==> src/rtl/bcd_serial_add_ctrl_if.sv <==
// ---------------------------------------------------------------------------
// bcd_serial_add_ctrl_if
// Handshake and data bus for the digit-serial packed-BCD adder sequencer.
//   START        request, sampled by the sequencer only while idle
//   A, B         packed-BCD operands, digit 0 in [3:0]
//   C_IN         carry into digit 0
//   SUB          subtract select (only when BCD_SUB_EN is defined)
//   BUSY         sequence in progress
//   DONE         one-cycle pulse, SUM/COUT/ERR valid
//   SUM          packed-BCD result, held between operations
//   COUT         carry out of the most significant digit
//   ERR          an operand digit of the completed operation was > 9
// Modports: master drives requests/operands, slave (the sequencer) drives
// status and results.
// Optional feature macro: BCD_SUB_EN
// ---------------------------------------------------------------------------
interface bcd_serial_add_ctrl_if #(
    parameter int DIGITS = 4
);
    logic                  START;
    logic [4*DIGITS-1:0]   A;
    logic [4*DIGITS-1:0]   B;
    logic                  C_IN;
`ifdef BCD_SUB_EN
    logic                  SUB;
`endif
    logic                  BUSY;
    logic                  DONE;
    logic [4*DIGITS-1:0]   SUM;
    logic                  COUT;
    logic                  ERR;

    modport master (
        output START, A, B, C_IN,
`ifdef BCD_SUB_EN
        output SUB,
`endif
        input  BUSY, DONE, SUM, COUT, ERR
    );

    modport slave (
        input  START, A, B, C_IN,
`ifdef BCD_SUB_EN
        input  SUB,
`endif
        output BUSY, DONE, SUM, COUT, ERR
    );
endinterface

==> src/rtl/bcd_serial_add_ctrl.sv <==
// ---------------------------------------------------------------------------
// bcd_serial_add_ctrl
// Digit-serial sequencer for a multi-digit packed-BCD add. Operands are
// latched on START, then one shared 4-bit BCD digit adder is stepped across
// the digits (least significant first, one per clock) with the carry held in
// a register. The completed result is published with a one-cycle DONE.
// Ports:
//   CLK    rising-edge clock
//   RST_N  asynchronous active-low reset
//   bus    bcd_serial_add_ctrl_if.slave (START, A, B, C_IN, [SUB],
//          BUSY, DONE, SUM, COUT, ERR)
// Parameter: DIGITS (1..8) digits per operand.
// Optional feature macro: BCD_SUB_EN (adds SUB; A - B in ten's complement).
// ---------------------------------------------------------------------------
module bcd_serial_add_ctrl #(
    parameter int DIGITS = 4
) (
    input  logic                   CLK,
    input  logic                   RST_N,
    bcd_serial_add_ctrl_if.slave   bus
);
    localparam int W     = 4 * DIGITS;
    localparam int IDX_W = (DIGITS > 1) ? $clog2(DIGITS) : 1;

    typedef enum logic {IDLE, RUN} state_t;

    state_t             state_q, state_d;
    logic [W-1:0]       a_q, a_d;
    logic [W-1:0]       b_q, b_d;
    logic [W-1:0]       work_q, work_d;
    logic               carry_q, carry_d;
    logic [IDX_W-1:0]   idx_q, idx_d;
    logic               werr_q, werr_d;
    logic [W-1:0]       sum_q, sum_d;
    logic               cout_q, cout_d;
    logic               err_q, err_d;
    logic               done_q, done_d;
`ifdef BCD_SUB_EN
    logic               sub_q, sub_d;
`endif

    logic [IDX_W+1:0]   lsb;
    logic [3:0]         dig_a, dig_b, dig_b_eff;
    logic [4:0]         dsum;
    logic               dig_bad;

    // One BCD digit add: binary sum, +6 correction when >= 10.
    // Returns {carry, digit}; invalid digits give a deterministic result.
    function automatic logic [4:0] bcd_digit_add(input logic [3:0] x,
                                                 input logic [3:0] y,
                                                 input logic       c);
        logic [5:0] s;
        s = {2'b00, x} + {2'b00, y} + {5'b0, c};
        if (s >= 6'd10) s = s + 6'd6;
        return s[4:0];
    endfunction

    always_comb begin
        state_d = state_q;
        a_d     = a_q;
        b_d     = b_q;
        work_d  = work_q;
        carry_d = carry_q;
        idx_d   = idx_q;
        werr_d  = werr_q;
        sum_d   = sum_q;
        cout_d  = cout_q;
        err_d   = err_q;
        done_d  = 1'b0;
`ifdef BCD_SUB_EN
        sub_d   = sub_q;
`endif

        lsb     = {idx_q, 2'b00};
        dig_a   = a_q[lsb +: 4];
        dig_b   = b_q[lsb +: 4];
`ifdef BCD_SUB_EN
        // Nine's complement of B; error check still uses the original digit.
        dig_b_eff = sub_q ? (4'd9 - dig_b) : dig_b;
`else
        dig_b_eff = dig_b;
`endif
        dsum    = bcd_digit_add(dig_a, dig_b_eff, carry_q);
        dig_bad = (dig_a > 4'd9) | (dig_b > 4'd9);

        case (state_q)
            IDLE: begin
                if (bus.START) begin
                    a_d     = bus.A;
                    b_d     = bus.B;
                    work_d  = '0;
                    idx_d   = '0;
                    werr_d  = 1'b0;
`ifdef BCD_SUB_EN
                    sub_d   = bus.SUB;
                    // Ten's complement: +1 into digit 0 replaces C_IN.
                    carry_d = bus.SUB ? 1'b1 : bus.C_IN;
`else
                    carry_d = bus.C_IN;
`endif
                    state_d = RUN;
                end
            end
            RUN: begin
                work_d[lsb +: 4] = dsum[3:0];
                carry_d          = dsum[4];
                werr_d           = werr_q | dig_bad;
                if (idx_q == IDX_W'(DIGITS - 1)) begin
                    sum_d   = work_d;
                    cout_d  = dsum[4];
                    err_d   = werr_q | dig_bad;
                    done_d  = 1'b1;
                    state_d = IDLE;
                end else begin
                    idx_d = idx_q + 1'b1;
                end
            end
            default: state_d = IDLE;
        endcase
    end

    always_ff @(posedge CLK or negedge RST_N) begin
        if (!RST_N) begin
            state_q <= IDLE;
            a_q     <= '0;
            b_q     <= '0;
            work_q  <= '0;
            carry_q <= 1'b0;
            idx_q   <= '0;
            werr_q  <= 1'b0;
            sum_q   <= '0;
            cout_q  <= 1'b0;
            err_q   <= 1'b0;
            done_q  <= 1'b0;
`ifdef BCD_SUB_EN
            sub_q   <= 1'b0;
`endif
        end else begin
            state_q <= state_d;
            a_q     <= a_d;
            b_q     <= b_d;
            work_q  <= work_d;
            carry_q <= carry_d;
            idx_q   <= idx_d;
            werr_q  <= werr_d;
            sum_q   <= sum_d;
            cout_q  <= cout_d;
            err_q   <= err_d;
            done_q  <= done_d;
`ifdef BCD_SUB_EN
            sub_q   <= sub_d;
`endif
        end
    end

    assign bus.BUSY = (state_q == RUN);
    assign bus.DONE = done_q;
    assign bus.SUM  = sum_q;
    assign bus.COUT = cout_q;
    assign bus.ERR  = err_q;
endmodule

==> src/flat_wrapper.sv <==
// flat-port wrapper written by rule: the top's interface ports become plain ports
module bcd_serial_add_ctrl_flat 
#(
    parameter int DIGITS = 4
)
  (CLK, RST_N, bus_START, bus_A, bus_B, bus_C_IN, bus_BUSY, bus_DONE, bus_SUM, bus_COUT, bus_ERR);
  bcd_serial_add_ctrl_if #(.DIGITS(DIGITS)) bus_i ();
  input  logic CLK;
  input  logic RST_N;
  input wire logic [$bits(bus_i.START)-1:0] bus_START;
  input wire logic [$bits(bus_i.A)-1:0] bus_A;
  input wire logic [$bits(bus_i.B)-1:0] bus_B;
  input wire logic [$bits(bus_i.C_IN)-1:0] bus_C_IN;
  output wire logic [$bits(bus_i.BUSY)-1:0] bus_BUSY;
  output wire logic [$bits(bus_i.DONE)-1:0] bus_DONE;
  output wire logic [$bits(bus_i.SUM)-1:0] bus_SUM;
  output wire logic [$bits(bus_i.COUT)-1:0] bus_COUT;
  output wire logic [$bits(bus_i.ERR)-1:0] bus_ERR;
  assign bus_i.START = bus_START;
  assign bus_i.A = bus_A;
  assign bus_i.B = bus_B;
  assign bus_i.C_IN = bus_C_IN;
  assign bus_BUSY = bus_i.BUSY;
  assign bus_DONE = bus_i.DONE;
  assign bus_SUM = bus_i.SUM;
  assign bus_COUT = bus_i.COUT;
  assign bus_ERR = bus_i.ERR;
  bcd_serial_add_ctrl #(.DIGITS(DIGITS)) u_core (.CLK(CLK), .RST_N(RST_N), .bus(bus_i));
endmodule
==> config.mk <==
export PLATFORM = sky130hd
export DESIGN_NAME = bcd_serial_add_ctrl_flat
export DESIGN_NICKNAME = d
export VERILOG_FILES = /design/src/rtl/bcd_serial_add_ctrl_if.sv /design/src/rtl/bcd_serial_add_ctrl.sv /design/src/flat_wrapper.sv
export SDC_FILE = /design/constraint.sdc
export NUM_CORES = 1
export LEC_CHECK = 0
export CAP_MARGIN = 30
export CORE_UTILIZATION = 45
export DETAILED_ROUTE_END_ITERATION = 12
export PLACE_DENSITY = 0.71
export RECOVER_POWER = 25
export SETUP_SLACK_MARGIN = 0.5
export SYNTH_ARGS = -nofsm -noshare
export SYNTH_HDL_FRONTEND = slang
export SYNTH_SLANG_ARGS = --single-unit
==> constraint.sdc <==
create_clock -name CLK -period 9.5 [get_ports CLK]
set_input_delay 1.9 -clock CLK [delete_from_list [all_inputs] [get_ports CLK]]
set_output_delay 1.9 -clock CLK [all_outputs]
set_load 0.02 [all_outputs]
## Word level (Yosys, flattened, before mapping)

Cells that the tools add are included.

| storage, ports and cells | value |
|---|---|
| bits of input ports | 36 |
| output and inout bits | 20 |
| bits in registers | 72 |
| logic and storage cells | 48 |

| cells by class | value |
|---|---|
| shift-type cells | 4 |
| multiplexer cells | 16 |
| eq/ne operators | 3 |
| $lt $le $gt $ge | 3 |
| add/subtract/negate cells | 5 |
| reduce and logical (&&, ||, !) cells | 3 |
| bitwise gates (word level) | 3 |

Operators by type and width:

| kind | number |
|---|---|
| $pmux 16 s2 | 1 |
| $shiftx 16x5->4 | 2 |
| $bwmux 16 | 1 |
| $mux 16 | 1 |
| $shift 4x6->16 const A | 1 |
| $shiftx 4x6->16 | 1 |
| $gt 4x4->1 const B | 2 |
| $add 5x1->6 | 1 |
| $ge 6x4->1 const B | 1 |
| $mux 1 | 6 |
| $neg 4->6 | 1 |
| $pmux 1 s2 | 3 |
| $reduce_and 2->1 | 3 |
| $add 4x4->5 | 1 |
| $add 5x3->5 const B | 1 |
| $mux 5 | 1 |
| $mux 2 | 2 |
| $ne 2x2->1 const B | 2 |
| $pmux 2 s2 | 1 |
| $add 2x1->2 const B | 1 |
| $eq 2x2->1 const B | 1 |
| $or 1x1->1 | 2 |
| $not 1->1 | 1 |

## Longest topological paths before layout

| depth | value |
|---|---|
| word-level depth | 8 |
| depth in mapped cells | 13 |
| depth with buffers taken out | 11 |

## Worst setup path after synthesis

Ideal clock, no wire load.

| path | value |
|---|---|
| kind | reg-to-reg |
| start | reg u_core.idx_q[0] |
| end | reg u_core.work_q[1] |
| setup time | 83 ps |
| data required time | 9417 ps |
| data arrival time | 3252 ps |
| path buffers | 2 |
| cell stages (with the launch flop) | 11 |
| setup slack | 6166 ps |
| period minus slack after synthesis | 3334 ps |
| cell sequence | dfrtp_1 > buf_2 > buf_2 > mux4_2 > fa_1 > inv_1 > fa_1 > or4_1 > a21oi_2 > a211oi_1 > o21ai_0 |

| between the ends | value |
|---|---|
| cells in the longest elaborated chain, start to end | 8 |
| elaborated cells between the ends (all ways) | 12 |
| classes of those cells | 4 x add/sub; 1 x order compare; 4 x shift; 3 x mux |

Ends and longest elaborated chain:

| what | RTL line | text |
|---|---|---|
| start: declaration | bcd_serial_add_ctrl.sv:32 | `logic [IDX_W-1:0] idx_q, idx_d;` |
| start signal: assignment | bcd_serial_add_ctrl.sv:144 | `idx_q <= idx_d;` |
| $shiftx 16x5->4 (on tied branches) | bcd_serial_add_ctrl.sv:75, bcd_serial_add_ctrl.sv:76 |  |
| $add 4x4->5 | bcd_serial_add_ctrl.sv:53 | `s = {2'b00, x} + {2'b00, y} + {5'b0, c};` |
| $add 5x1->6 | bcd_serial_add_ctrl.sv:53 |  |
| $add 5x3->5 or $ge 6x4->1 (tied branches) | bcd_serial_add_ctrl.sv:54 | `if (s >= 6'd10) s = s + 6'd6;` |
| $mux 5 | bcd_serial_add_ctrl.sv:54 |  |
| $shiftx 4x6->16 | bcd_serial_add_ctrl.sv:105 | `work_d[lsb +: 4] = dsum[3:0];` |
| $bwmux 16 (*) | bcd_serial_add_ctrl.sv:105 |  |
| $pmux 16 s2 (*) | bcd_serial_add_ctrl.sv:86 | `case (state_q)` |
| end signal: assignment | bcd_serial_add_ctrl.sv:142 | `work_q <= work_d;` |
| end: declaration | bcd_serial_add_ctrl.sv:30 | `logic [W-1:0] work_q, work_d;` |

Mark *: on every way between the ends. The rest lies on a longest branch, timed or not.
A chain may end at the register's enable or synchronous reset.

==> results.cfg <==
[run_status]
violations = capacitance limit, slew limit
status = finished with violations

[critical_path]
path_cells = buf_2 > clkbuf_1
cp.arrival_ns = 4.55
cp.required_ns = 9.13
cp_slowest_cell = clkbuf_1
cp_max_fo = 68
crit_buf_inv = 2
max_stage_delay_ns = 2.54
endpoint_kind = asynchronous set/reset pin
cp_top_family = buffers and inverters
start_kind = input port
timing_worst_setup_path_type = in -> async

[floorplanning]
die_area_sq_mm = 0.00775
ios = 56
core_sq_mm = 0.00698
chipWidth_um = 88.0
std_cell_rows = 30
die_h_um = 88.0
start_util_pct = 47.7

[cts]
numCtsBuffers = 9
hold_buffers = 0
cts_tree = done
clock_path_buffers = 2
post_cts_resize_count = 0
h-tree-depth = 3
cts_root_buffer = clkbuf_8
clk_pin_slew_ns = 0.07
cts.sinks = 68
clock_latency_ns = 0.35
cts_setup_buffers = 0

[logic_synthesis]
synth_top_family_by_area = simple AND/OR/NAND/NOR gates
synthSimpleGateAreaFrac_pct = 22.3
synthAdderAreaFrac_pct = 4.58
synthTopCellsByArea = dfrtp_1 (51%), nand2_1 (14%), mux4_2 (5.4%)
syn-mean-instance-area_sq_um = 9.36
synth_compound_area_share_pct = 12.5
async_flop_share_pct = 100
synth_area_leader_cell = dfrtp_1
synth.distinct_cells = 40
ys_seq_area_share_pct = 51.1
synthXorXnorAreaFrac_pct = 0.526
ys_dominant_reg_cell = dfrtp_1
synth_seq_cells = 68
syn-cell-area_sq_mm = 0.00333
synthMuxAreaShare_pct = 5.41
synthCells = 356
syn_nets = 403
yosys_warnings = 0
synth_top_area_share_pct = 51.1
synth-edff-count = 0

[sta]
slew_violations = 69
post-route-period-util_pct = 51.7
finClkSkew_ns = 0.00957
setup_viol = 0
tns_ns = 0
period_minus_slack_ns = 4.92
tightest_slew_ns = 3.62
rsz0062_at_grt = false
max_freq_mhz = 203
hold_viol = 0
maxSlewHeadroom_pct = -141

[cells_and_area]
area_growth_pct = 23.8
n_antenna_cell = 0
layout.nets = 454
layout-drive-gt1-share_pct = 8.50
final_cells = 508

[place]
dp_hpwl_mm = 4.98
place_inst = 492
port_buffers = 55
gp_congestion = 0.876

[grt]
grt_max_degree = 69
antenna_found_initial = 0
grt_overflow = 0
grt_pass1_vias = 2647
grt_usage_pct = 20.8
grt_pass1_wl_mm = 12.2

[routing]
wire_per_inst_um = 13.8
final_antenna_net_count = 0
drc = 0
vias = 2641
totalWireLength_mm = 7.00
drt_iter0_drc = 97
drt_first_pass_iters = 4
vias_per_cell = 5.20

[min_path]
min-delay-path-class = reg -> reg

[job]
maxCapViolCount = 1
## sequential cells by signal, indices dropped and copies added, names as in the netlist
signal	flops
u_core.a_q	16
u_core.bus.COUT	1
u_core.carry_q	1
u_core.bus.ERR	1
u_core.bus.DONE	1
u_core.werr_q	1
u_core.bus.BUSY	1
u_core.bus.SUM	16
u_core.idx_q	2
u_core.work_q	12
u_core.b_q	16
## cell families (layout without fill, tap and decap cells)
kind of cell,after synthesis,count (layout)
XOR/XNOR,2,2
adder cells (fa/ha/maj),11,11
flip-flops,68,68
multiplexers,8,8
AND/OR/NAND/NOR,171,171
AO/OA/AOI/OAI,65,65
buffers and inverters,31,87
## Yosys cell counts (all sizes together), types with 6 or more instances
cell type,instances
ha,9
nor2,16
nand2,123
dfrtp,68
nor2b,6
buf,6
mux4,8
o21ai,28
clkbuf,12
a21oi,18
inv,13
and3,6
## worst register-to-register path: cells and delay by family (launching register included)
kind                       cells  cell delay [ns]
DFF                            1             0.82
adders and majority gates      2             0.95
and+or+nand+nor                1             0.55
muxes                          1             0.61
buffers and inverters          1             0.09
AOI/OAI and AO/OA              3             0.52
## through the flow
step                      hold WS [ns]  worst slack, ns  area, sq um  util, %
after floorplan                  0.440             6.17         3330        -
after global placement           0.454             5.96         3940     56.5
after detailed placement         0.462             5.86         3960     56.7
after CTS                        0.479             5.82         4130     59.1
after global routing             0.500             3.83         4120     59.1
final                            0.475             4.58         4120     59.1
## per-layer routing
metal	vias to the layer above	GRT usage [%]	part of all wire, %
met5	-	0	0
li1	1297	-	-
met3	12	6.50	5.2
met4	0	6.74	1.6
met1	1256	26.7	45
met2	76	33.5	48
## cell usage in the layout, fill, tap and decap left out, drive strengths merged
| master | n |
|---|---|
| a21oi | 18 |
| nand2 | 123 |
| nand3 | 4 |
| a21o | 2 |
| or2 | 1 |
| nor3 | 3 |
| clkinvlp | 1 |
| o21ai | 28 |
| clkinv | 4 |
| o32ai | 1 |
| inv | 13 |
| or4 | 1 |
| buf | 3 |
| xor2 | 1 |
| clkdlybuf4s50 | 54 |
| nand2b | 2 |
| and2 | 2 |
| or2b | 1 |
| o2111ai | 1 |
| nor3b | 1 |
| clkbuf | 12 |
| a22o | 2 |
| a32o | 4 |
| xnor2 | 1 |
| fa | 2 |
| a221oi | 3 |
| and3 | 6 |
| o211ai | 4 |
| nand4 | 1 |
| nor4b | 1 |
| dfrtp | 68 |
| nor2 | 16 |
| or3 | 2 |
| ha | 9 |
| and3b | 1 |
| nor2b | 6 |
| mux4 | 8 |
| a211oi | 2 |
## cell type report
type	count	area, sq um
fill	652	2860
sequential	68	1700
multi-input combinational	257	1510
timing repair buffer	58	572
clock buffer	11	141
tap	96	120
inverter	13	48.8
clock inverter	5	27.5
## final timing paths
| kind | slack (ns) | cells past startpoint | to | start |
|---|---|---|---|---|
| setup / recovery | 4.58 | 2 | u_core.b_q[5] | RST_N |
| hold / removal | 0.48 | 2 | u_core.a_q[11] | u_core.a_q[11] |
| setup reg to reg | 5.87 | 8 | u_core.work_q[1] | u_core.idx_q[0] |
| hold reg to reg | 0.48 | 2 | u_core.a_q[11] | u_core.a_q[11] |
| max in group CLK | 5.83 | 1 | bus_BUSY | u_core.bus.BUSY |
| min in group asynchronous | 2.89 | 2 | u_core.work_q[5] | RST_N |
Power is left out: the tool's default activity adds up to more than one toggle a clock period on the data nets, which glitch-free logic cannot reach.
==> variant: new RTL, same settings <==
`DIGITS` is set to 4 in 3 places; all go to 8.
--- a/src/rtl/bcd_serial_add_ctrl_if.sv
+++ b/src/rtl/bcd_serial_add_ctrl_if.sv
@@ -15,7 +15,7 @@
 // Optional feature macro: BCD_SUB_EN
 // ---------------------------------------------------------------------------
 interface bcd_serial_add_ctrl_if #(
-    parameter int DIGITS = 4
+    parameter int DIGITS = 8
 );
     logic                  START;
     logic [4*DIGITS-1:0]   A;
--- a/src/rtl/bcd_serial_add_ctrl.sv
+++ b/src/rtl/bcd_serial_add_ctrl.sv
@@ -13,7 +13,7 @@
 // Optional feature macro: BCD_SUB_EN (adds SUB; A - B in ten's complement).
 // ---------------------------------------------------------------------------
 module bcd_serial_add_ctrl #(
-    parameter int DIGITS = 4
+    parameter int DIGITS = 8
 ) (
     input  logic                   CLK,
     input  logic                   RST_N,
--- a/src/flat_wrapper.sv
+++ b/src/flat_wrapper.sv
@@ -1,7 +1,7 @@
 // flat-port wrapper written by rule: the top's interface ports become plain ports
 module bcd_serial_add_ctrl_flat 
 #(
-    parameter int DIGITS = 4
+    parameter int DIGITS = 8
 )
   (CLK, RST_N, bus_START, bus_A, bus_B, bus_C_IN, bus_BUSY, bus_DONE, bus_SUM, bus_COUT, bus_ERR);
   bcd_serial_add_ctrl_if #(.DIGITS(DIGITS)) bus_i ();
Interface: changed (resized bus_A, bus_B and bus_SUM); port bits go from 56 to 104. No check against the original RTL was run, so the function may have changed too.
==> variant against the unedited design <==
  * The run still ends with capacitance limit, slew limit left
  * Final area rose by 110%
  * Area after synthesis rose by 100%
  * Count of clock-buffer cells in the layout rose by 14
  * Utilization fell by 0.47 points
  * Via count rose by 120%
  * Worst setup slack got worse by 0.67 ns
  * Global-route usage rose by 2.0 points
  * Clock skew fell by 0.00057 ns
  * Sequential cell count rose by 69
  * Routed wire length rose by 140%
  * Die area rose by 100%
  * Critical endpoint is now u_core.work_q[5]$_DFFE_PN0P_
Power is left out: the tool's default activity adds up to more than one toggle a clock period on the data nets, which glitch-free logic cannot reach.
==> variant: results <==
[cts]
cts_buffers = 17
worstSkewPairLatency_ns = 0.42
cts-root-buf = "clkbuf_16"
ctsHtreeMaxLevel = 4

[timing]
slew-limit-headroom_pct = -140
holdWs_ns = 0.471
slew_violations = 142
fin_skew_ns = 0.00900

[route]
drt_first_iter_violations = 552
vias_per_cell = 5.56
firstDrtPassIters = 5
wire_per_inst_um = 16.5

[place]
gp_congestion = 0.890
io_buffers = 103
dp_hpwl_mm = 11.5

[worst_setup_path]
reg2reg_slack_ns = 3.91
rr_worst_depth = 12
worstReg2RegEnd = "u_core.work_q[5]$_DFFE_PN0P_"
path_max_fanout = 31
worst_path_largest_cell_delay_ns = 1.40
crit_arrival_ns = 5.83

[job]
cap_violations = 3

[global_routing]
grt_max_degree = 73
grt_pass1_wl_mm = 28.0
use_met1_pct = 28.5
grt_pass1_vias = 5670
grt_util_all_layers_pct = 22.8
grt_use_met2_pct = 37.6
grt_util_met3_pct = 5.93

[logic_synthesis]
synth_cell_type_count = 51
ys_seq_area_share_pct = 50.7
ys_top_cells_by_area = "dfrtp_1 (51%), nand2_1 (14%), mux4_2 (5.3%)"
syn-num-nets = 822
synth_common_cells = "nand2_1 (248), dfrtp_1 (137), a21oi_1 (48)"

[status]
violations = "capacitance limit, slew limit"
outcome = "finished, violations left"

[layout]
nets = 913
drive_above_1_share_pct = 9.47

[hold_path]
min_to = "u_core.b_q[11]$_DFFE_PN0P_"
min-delay-start = "u_core.b_q[11]$_DFFE_PN0P_"
## variant: metal layers
metal  wire length (um)  vias up
li1                   -     2717
met3               1080       32
met5                  0        -
met4                341        0
met2               8460      232
met1               7100     2737
## variant: logic make-up (layout without fill, tap and decap cells)
kind of cell,after synthesis,in the layout,synth area share [%]
multiplexers,21,21,6.18
XOR/XNOR,2,2,0.370
buffers and inverters,62,166,3.88
adder cells (fa/ha/maj),13,13,2.63
AO/OA/AOI/OAI,136,136,12.6
AND/OR/NAND/NOR,370,370,23.6
flip-flops,137,137,50.7
## variant: stage by stage
step | utilization (%) | std cells | setup slack [ns] | cell area [sq um]
after detailed placement | 54.4 | 996 | 5.05 | 7930
after global placement | 54.2 | 995 | 5.23 | 7910
after CTS | 58.6 | 1028 | 5.03 | 8550
final | 58.6 | 1029 | 3.91 | 8550
after global routing | 58.6 | 1029 | 3.56 | 8550
after floorplan | - | 741 | 5.77 | 6770
## variant: how the worst max path moves through the flow
stage / startpoint / end / cells past startpoint
2_1_floorplan: u_core.idx_q[0]$_DFFE_PN0P_ / u_core.bus.SUM[13]$_DFFE_PN0P_ / 14
3_3_place_gp: u_core.idx_q[0]$_DFFE_PN0P_ / u_core.work_q[1]$_DFFE_PN0P_ / 12
3_5_place_dp: u_core.idx_q[0]$_DFFE_PN0P_ / u_core.work_q[5]$_DFFE_PN0P_ / 12
4_1_cts: u_core.idx_q[0]$_DFFE_PN0P_ / u_core.work_q[9]$_DFFE_PN0P_ / 12
5_1_grt: u_core.idx_q[0]$_DFFE_PN0P_ / u_core.work_q[1]$_DFFE_PN0P_ / 12
6_report: u_core.idx_q[0]$_DFFE_PN0P_ / u_core.work_q[5]$_DFFE_PN0P_ / 12
## variant: cell type report
cell class,count,area (sq um)
multi-input combinational,542,3080
fill,1251,6040
inverter,22,82.6
clock buffer,25,505
sequential,137,3430
clock inverter,7,113
timing repair buffer,112,1100
tap,184,230
## variant: worst max-delay path, delay by kind of cell (launching register included)
kind                     cells  cell delay (ns)
AO/OA/AOI/OAI                2             1.18
buffers and inverters        3             1.67
flip-flops                   1             0.38
AND/OR/NAND/NOR              3             0.26
adder cells (fa/ha/maj)      2             0.96
multiplexers                 2             0.93
